==> src/rtl/bsd_pkg.sv <==
// Shared types and helpers for the bit_stream_sync frame-sync detector.
// Holds the lock state encoding, the statistics counter width and a
// saturating increment used by the optional statistics counters.
`timescale 1ns/1ps
package bsd_pkg;

   typedef enum logic [1:0] {
      BSD_HUNT   = 2'd0,
      BSD_VERIFY = 2'd1,
      BSD_LOCKED = 2'd2
   } bsd_state_e;

   localparam int BSD_STAT_W = 16;

   function automatic logic [BSD_STAT_W-1:0] bsd_sat_inc(input logic [BSD_STAT_W-1:0] value);
      return (value == {BSD_STAT_W{1'b1}}) ? value : value + 1'b1;
   endfunction

endpackage

==> src/rtl/bsd_pattern_match.sv <==
// Serial pattern matcher for bit_stream_sync.
// Keeps the last PAT_W-1 valid bits and compares them, together with the
// incoming bit, against the masked sync word. A match is only reported once
// enough valid bits have arrived since reset/clr to fill the whole window.
`timescale 1ns/1ps
module bsd_pattern_match #(
   parameter int PAT_W = 4
) (
   input  logic             clk,
   input  logic             rst_n,
   input  logic             clr,
   input  logic             din,
   input  logic             din_vld,
   input  logic [PAT_W-1:0] pat,
   input  logic [PAT_W-1:0] pat_mask,
   output logic             match
);

   localparam int FILL_W = $clog2(PAT_W + 1);
   localparam logic [FILL_W-1:0] FILL_MAX  = FILL_W'(PAT_W);
   localparam logic [FILL_W-1:0] FILL_PREV = FILL_W'(PAT_W - 1);

   logic [PAT_W-2:0]  sr;
   logic [FILL_W-1:0] fill;
   logic [PAT_W-1:0]  window;
   logic              full;

   // The incoming bit completes the window, so only PAT_W-1 history bits are stored
   assign window = {sr, din};
   assign full   = (fill >= FILL_PREV);
   assign match  = din_vld & full & (((window ^ pat) & ~pat_mask) == '0);

   // Shift in each valid bit and count valid bits up to a full window
   always_ff @(posedge clk or negedge rst_n) begin
      if (!rst_n) begin
         sr   <= '0;
         fill <= '0;
      end else if (clr) begin
         sr   <= '0;
         fill <= '0;
      end else if (din_vld) begin
         sr <= window[PAT_W-2:0];
         if (fill != FILL_MAX) begin
            fill <= fill + 1'b1;
         end
      end
   end

endmodule

==> src/rtl/bit_stream_sync.sv <==
// Serial frame-sync detector: hunts a maskable sync word, verifies it at
// FRAME_LEN-bit spacing, and holds lock until MISS_MAX consecutive misses.
// Optional statistics counters are enabled by defining BSD_STATS_EN.
`timescale 1ns/1ps
module bit_stream_sync
   import bsd_pkg::*;
#(
   parameter int PAT_W     = 4,
   parameter int FRAME_LEN = 16,
   parameter int LOCK_HITS = 3,
   parameter int MISS_MAX  = 2
) (
   input  logic                  clk,
   input  logic                  rst_n,
   input  logic                  din,
   input  logic                  din_vld,
   input  logic                  clr,
   input  logic [PAT_W-1:0]      pat,
   input  logic [PAT_W-1:0]      pat_mask,
`ifdef BSD_STATS_EN
   output logic [BSD_STAT_W-1:0] hit_cnt,
   output logic [BSD_STAT_W-1:0] loss_cnt,
`endif
   output logic                  lock,
   output logic [1:0]            state,
   output logic                  sync_pulse
);

   localparam int POS_W  = $clog2(FRAME_LEN);
   localparam int HITS_W = $clog2(LOCK_HITS + 1);
   localparam int MISS_W = $clog2(MISS_MAX + 1);

   localparam logic [POS_W-1:0]  POS_LAST  = POS_W'(FRAME_LEN - 1);
   localparam logic [HITS_W-1:0] HITS_LAST = HITS_W'(LOCK_HITS - 1);
   localparam logic [HITS_W-1:0] HITS_FULL = HITS_W'(LOCK_HITS);
   localparam logic [MISS_W-1:0] MISS_LAST = MISS_W'(MISS_MAX - 1);

   bsd_state_e        state_q;
   logic [POS_W-1:0]  pos;
   logic [HITS_W-1:0] hits;
   logic [MISS_W-1:0] misses;
   logic              match;
   logic              checkpoint;
   logic              locked_hit;
   logic              loss_event;

   bsd_pattern_match #(
      .PAT_W (PAT_W)
   ) u_match (
      .clk      (clk),
      .rst_n    (rst_n),
      .clr      (clr),
      .din      (din),
      .din_vld  (din_vld),
      .pat      (pat),
      .pat_mask (pat_mask),
      .match    (match)
   );

   assign checkpoint = din_vld & (pos == POS_LAST);
   assign locked_hit = ~clr & (state_q == BSD_LOCKED) & checkpoint & match;
   assign loss_event = ~clr & (state_q == BSD_LOCKED) & checkpoint & ~match & (misses == MISS_LAST);
   assign state      = state_q;

   // Lock state machine with frame position, hit and miss counters
   always_ff @(posedge clk or negedge rst_n) begin
      if (!rst_n) begin
         state_q    <= BSD_HUNT;
         lock       <= 1'b0;
         sync_pulse <= 1'b0;
         pos        <= '0;
         hits       <= '0;
         misses     <= '0;
      end else if (clr) begin
         state_q    <= BSD_HUNT;
         lock       <= 1'b0;
         sync_pulse <= 1'b0;
         pos        <= '0;
         hits       <= '0;
         misses     <= '0;
      end else begin
         sync_pulse <= 1'b0;
         if (din_vld) begin
            case (state_q)
               BSD_HUNT: begin
                  if (match) begin
                     pos  <= '0;
                     hits <= HITS_W'(1);
                     if (LOCK_HITS == 1) begin
                        state_q    <= BSD_LOCKED;
                        lock       <= 1'b1;
                        sync_pulse <= 1'b1;
                        misses     <= '0;
                     end else begin
                        state_q <= BSD_VERIFY;
                     end
                  end
               end
               BSD_VERIFY: begin
                  if (checkpoint) begin
                     pos <= '0;
                     if (match) begin
                        if (hits != HITS_FULL) begin
                           hits <= hits + 1'b1;
                        end
                        if (hits == HITS_LAST) begin
                           state_q    <= BSD_LOCKED;
                           lock       <= 1'b1;
                           sync_pulse <= 1'b1;
                           misses     <= '0;
                        end
                     end else begin
                        state_q <= BSD_HUNT;
                        hits    <= '0;
                     end
                  end else begin
                     pos <= pos + 1'b1;
                  end
               end
               BSD_LOCKED: begin
                  if (checkpoint) begin
                     pos <= '0;
                     if (locked_hit) begin
                        misses     <= '0;
                        sync_pulse <= 1'b1;
                     end else if (loss_event) begin
                        state_q <= BSD_HUNT;
                        lock    <= 1'b0;
                        hits    <= '0;
                        misses  <= '0;
                     end else begin
                        misses <= misses + 1'b1;
                     end
                  end else begin
                     pos <= pos + 1'b1;
                  end
               end
               default: begin
                  state_q <= BSD_HUNT;
                  lock    <= 1'b0;
                  hits    <= '0;
                  misses  <= '0;
               end
            endcase
         end
      end
   end

`ifdef BSD_STATS_EN
   // Saturating counts of locked checkpoint hits and of lock losses
   always_ff @(posedge clk or negedge rst_n) begin
      if (!rst_n) begin
         hit_cnt  <= '0;
         loss_cnt <= '0;
      end else if (clr) begin
         hit_cnt  <= '0;
         loss_cnt <= '0;
      end else begin
         if (locked_hit) begin
            hit_cnt <= bsd_sat_inc(hit_cnt);
         end
         if (loss_event) begin
            loss_cnt <= bsd_sat_inc(loss_cnt);
         end
      end
   end
`endif

endmodule

==> config.mk <==
export PLATFORM = sky130hd
export DESIGN_NAME = bit_stream_sync
export DESIGN_NICKNAME = d
export VERILOG_FILES = /design/src/rtl/bsd_pkg.sv /design/src/rtl/bsd_pattern_match.sv /design/src/rtl/bit_stream_sync.sv
export SDC_FILE = /design/constraint.sdc
export NUM_CORES = 1
export LEC_CHECK = 0
export ABC_AREA = 1
export CAP_MARGIN = 0
export CORE_ASPECT_RATIO = 1.25
export CORE_MARGIN = 8
export CORE_UTILIZATION = 45
export DETAILED_ROUTE_END_ITERATION = 7
export GPL_TIMING_DRIVEN = 1
export HOLD_SLACK_MARGIN = 0.1
export MAX_ROUTING_LAYER = met4
export PLACE_DENSITY_LB_ADDON = 0.15
export SETUP_SLACK_MARGIN = 0.02
export SYNTH_ARGS = -nofsm -noshare
export SYNTH_HDL_FRONTEND = slang
export SYNTH_SLANG_ARGS = --single-unit
export TNS_END_PERCENT = 100
==> constraint.sdc <==
create_clock -name clk -period 2.15 [get_ports clk]
set_clock_uncertainty 0.2 [all_clocks]
set_input_delay 0.215 -clock clk [delete_from_list [all_inputs] [get_ports clk]]
set_output_delay 0.215 -clock clk [all_outputs]
set_load 0.01 [all_outputs]
==> summary.md <==
| Metric | Value |
|---|---|
| Clock power share | `19.5%` |
| Post-synthesis cell type count | `26` |
| Initial antenna violation count | `0` |
| Final nets | `219` |
| Status | `complete, no violations` |
| GRT Util Overall | `12.0%` |
| ANT cells | `0` |
| Clock Latency Late Sink | `300 ps` |
| Initial drt markers | `54` |
| Endpoints failing setup | `0` |
| CTS tree | `yes` |
| CP Launch Type | `flop` |
| Synth warnings | `0` |
| WL/cell | `11.9 microns` |
| Cells after Synth | `171` |
| Internal power | `0.687 mW` |
| Grt total ovfl | `0` |
| Max-slew headroom | `71.5%` |
| CP Class | `reg2reg` |
| Ports | `17` |
| Ys flop type | `dfrtp_1` |
| Slew @ Worst Pin | `425 ps` |
| ANT nets after route | `0` |
| Fin util | `57.4%` |
| Port Buffers | `16` |
| Area grow syn2layout | `23.2%` |
| Mapped Nets | `194` |
| Routed WL | `2720 microns` |
| Final min period | `1970 ps` |
| Leakage power | `0.786 nW` |
| Die Wd | `62.9 microns` |
| Area of the die | `4690 sq um` |
| Dpl hpwl | `2090 microns` |
| Die Y | `74.6 microns` |
| CP max FO | `6` |
| Layout cell share with drive strength beyond 1 | `13.3%` |
| Register area share after synthesis | `36.4%` |
| Net switching power | `0.418 mW` |
| Max Slew Vio Count | `0` |
| Vias per cell | `4.98` |
| H-tree levels | `1` |
| Vias | `1141` |
| DR DRC count | `0` |
| Maximum buffer depth of the clock tree | `2` |
| Largest net degree at the start of global routing | `19` |
| Total CTS buffers | `3` |
| Sequential Power Share | `39.8%` |
| First-pass GRT wire length | `4470 microns` |
| Clock sinks | `18` |
| Pwr/cell area | `725 nW/um^2` |
| Net Sw Frac | `37.8%` |
| RSZ-0062 raised after global routing | `true` |
| Final Cycle Share | `91.6%` |
| TNS Setup | `0 ps` |
| Worst EP required | `2150 ps` |
| Clock-pin slew of the registers on the worst-case setup and hold paths | `110 ps` |
| Core area | `2650 sq um` |
| Cell Area, Synth | `1240 sq um` |
| Maximum clock frequency | `508 MHz` |
| 1st-pass router iterations | `4` |
| Worst EP arrival | `1970 ps` |
| Clk Tree Root Cell | `clkbuf_4` |
| Initial core utilization | `46.6%` |
| Max rail drop VDD | `449 uV` |
| Max cap viols | `0` |
| GP Congestion | `0.942` |
| Post-synth ARST share | `100%` |
| EDFF count, synth | `0` |
| Site Rows | `21` |
| Mapped Avg Cell Area | `7.23 sq um` |
| Worst min path class | `reg2reg` |
| Crit end category | `flop` |
| Vias in the first global route | `1137` |
| Synthesized flop and latch total | `18` |
| Combinational share of power | `40.7%` |
| Final hold vios | `0` |
==> kinds of logic (layout without fill, tap and decap cells) <==
family	Yosys count	after routing	synth area share, %
compound gates	22	22	10.4
simple gates	89	89	32.9
flops	18	18	36.4
buf+inv	32	56	10.1
fa+ha+maj	10	10	10.1
==> synth_stat cells, drive strengths merged (2+ instances only) <==
master  instances  area share (%)
nand3          20             8.5
o22ai           3             1.5
nand2          43              15
nor2           21             7.2
o21ai          11             4.8
ha             10              10
a21oi           4             1.9
a31oi           2             1.0
inv            32              10
dfrtp          18              36
nor3            2            0.81
==> power by group through the flow <==
stage               clock network (mW)  logic [mW]  registers [mW]
global route                     0.229       0.512           0.448
CTS                              0.218       0.443           0.439
detailed placement                   0       0.438           0.446
floorplan                            0       0.297           0.448
global placement                     0       0.425           0.444
finish                           0.215       0.449           0.440
==> through the flow <==
stage | total power [mW] | instances | worst slack (ps) | hold slack, ps | area, sq um
global route | 1.19 | 229 | 5.18 | 328 | 1520
finish | 1.10 | 229 | 181 | 293 | 1520
CTS | 1.10 | 228 | 125 | 298 | 1500
global placement | 0.869 | 223 | 101 | 258 | 1450
detailed placement | 0.884 | 223 | 95.3 | 271 | 1450
floorplan | 0.745 | 171 | 375 | -281 | 1240
==> per-layer routing <==
layer  global-route usage (%)  share of wire [%]  up-vias
li1                         -                  -      593
met1                     12.1                 44      519
met5                        -                  0        -
met3                     3.16                5.3        5
met4                     5.84                1.6        0
met2                     21.2                 49       24
==> area by class of cell <==
type | count | area [sq um]
timing repair buffer | 20 | 193
multi-input combinational | 121 | 676
inverter | 32 | 125
clock buffer | 4 | 36.3
tap | 34 | 42.5
sequential | 18 | 450
fill | 253 | 1130
==> final timing paths <==
check                                  end  slack (ps)  cells after the start       startpoint
min in group asynchronous  u_match.fill[1]         580                      3            rst_n
max                               state[1]         180                     12  u_match.fill[0]
min reg2reg                           lock         290                      2             lock
max in group asynchronous          hits[1]         970                      3            rst_n
max reg2reg                       state[1]         180                     12  u_match.fill[0]
min                                   lock         290                      2             lock
==> cells in the final DEF, fill, tap and decap left out, types with 3 or more instances in the layout <==
master	count
clkbuf_4	3
a21oi_1	3
nand2_1	37
clkdlybuf4s50_1	16
o22ai_1	3
inv_2	3
ha_1	10
dfrtp_1	18
buf_4	3
nand2_2	4
o21ai_0	8
inv_1	27
nand3_1	18
nor2_1	18
==> critical path: stages (launching register included) <==
cell and delay [ps]:
dfrtp_1 410, ha_1 200, ha_1 170, nor2_1 90, nand2_1 60, nand2_1 100
nor2_2 70, nand2_2 140, nand2_2 100, nand2_1 120, nor2_4 50, nand3_1 70
nand2_1 60
==> registers in the layout, indices dropped and copies added (netlist names) <==
| register | cells |
|---|---|
| state | 2 |
| hits | 2 |
| u_match.fill | 3 |
| lock | 1 |
| pos | 4 |
| sync_pulse | 1 |
| u_match.sr | 3 |
| misses | 2 |
==> repair_timing <==
action / 4_1_cts / 5_1_grt
buffers inserted: 0 / 1
resized for setup: 0 / 4
hold buffers: 1 / 0
endpoints found under the hold margin: 18 / 0
endpoints found under the setup margin: 0 / 5
(Power assumes the default switching activity.)
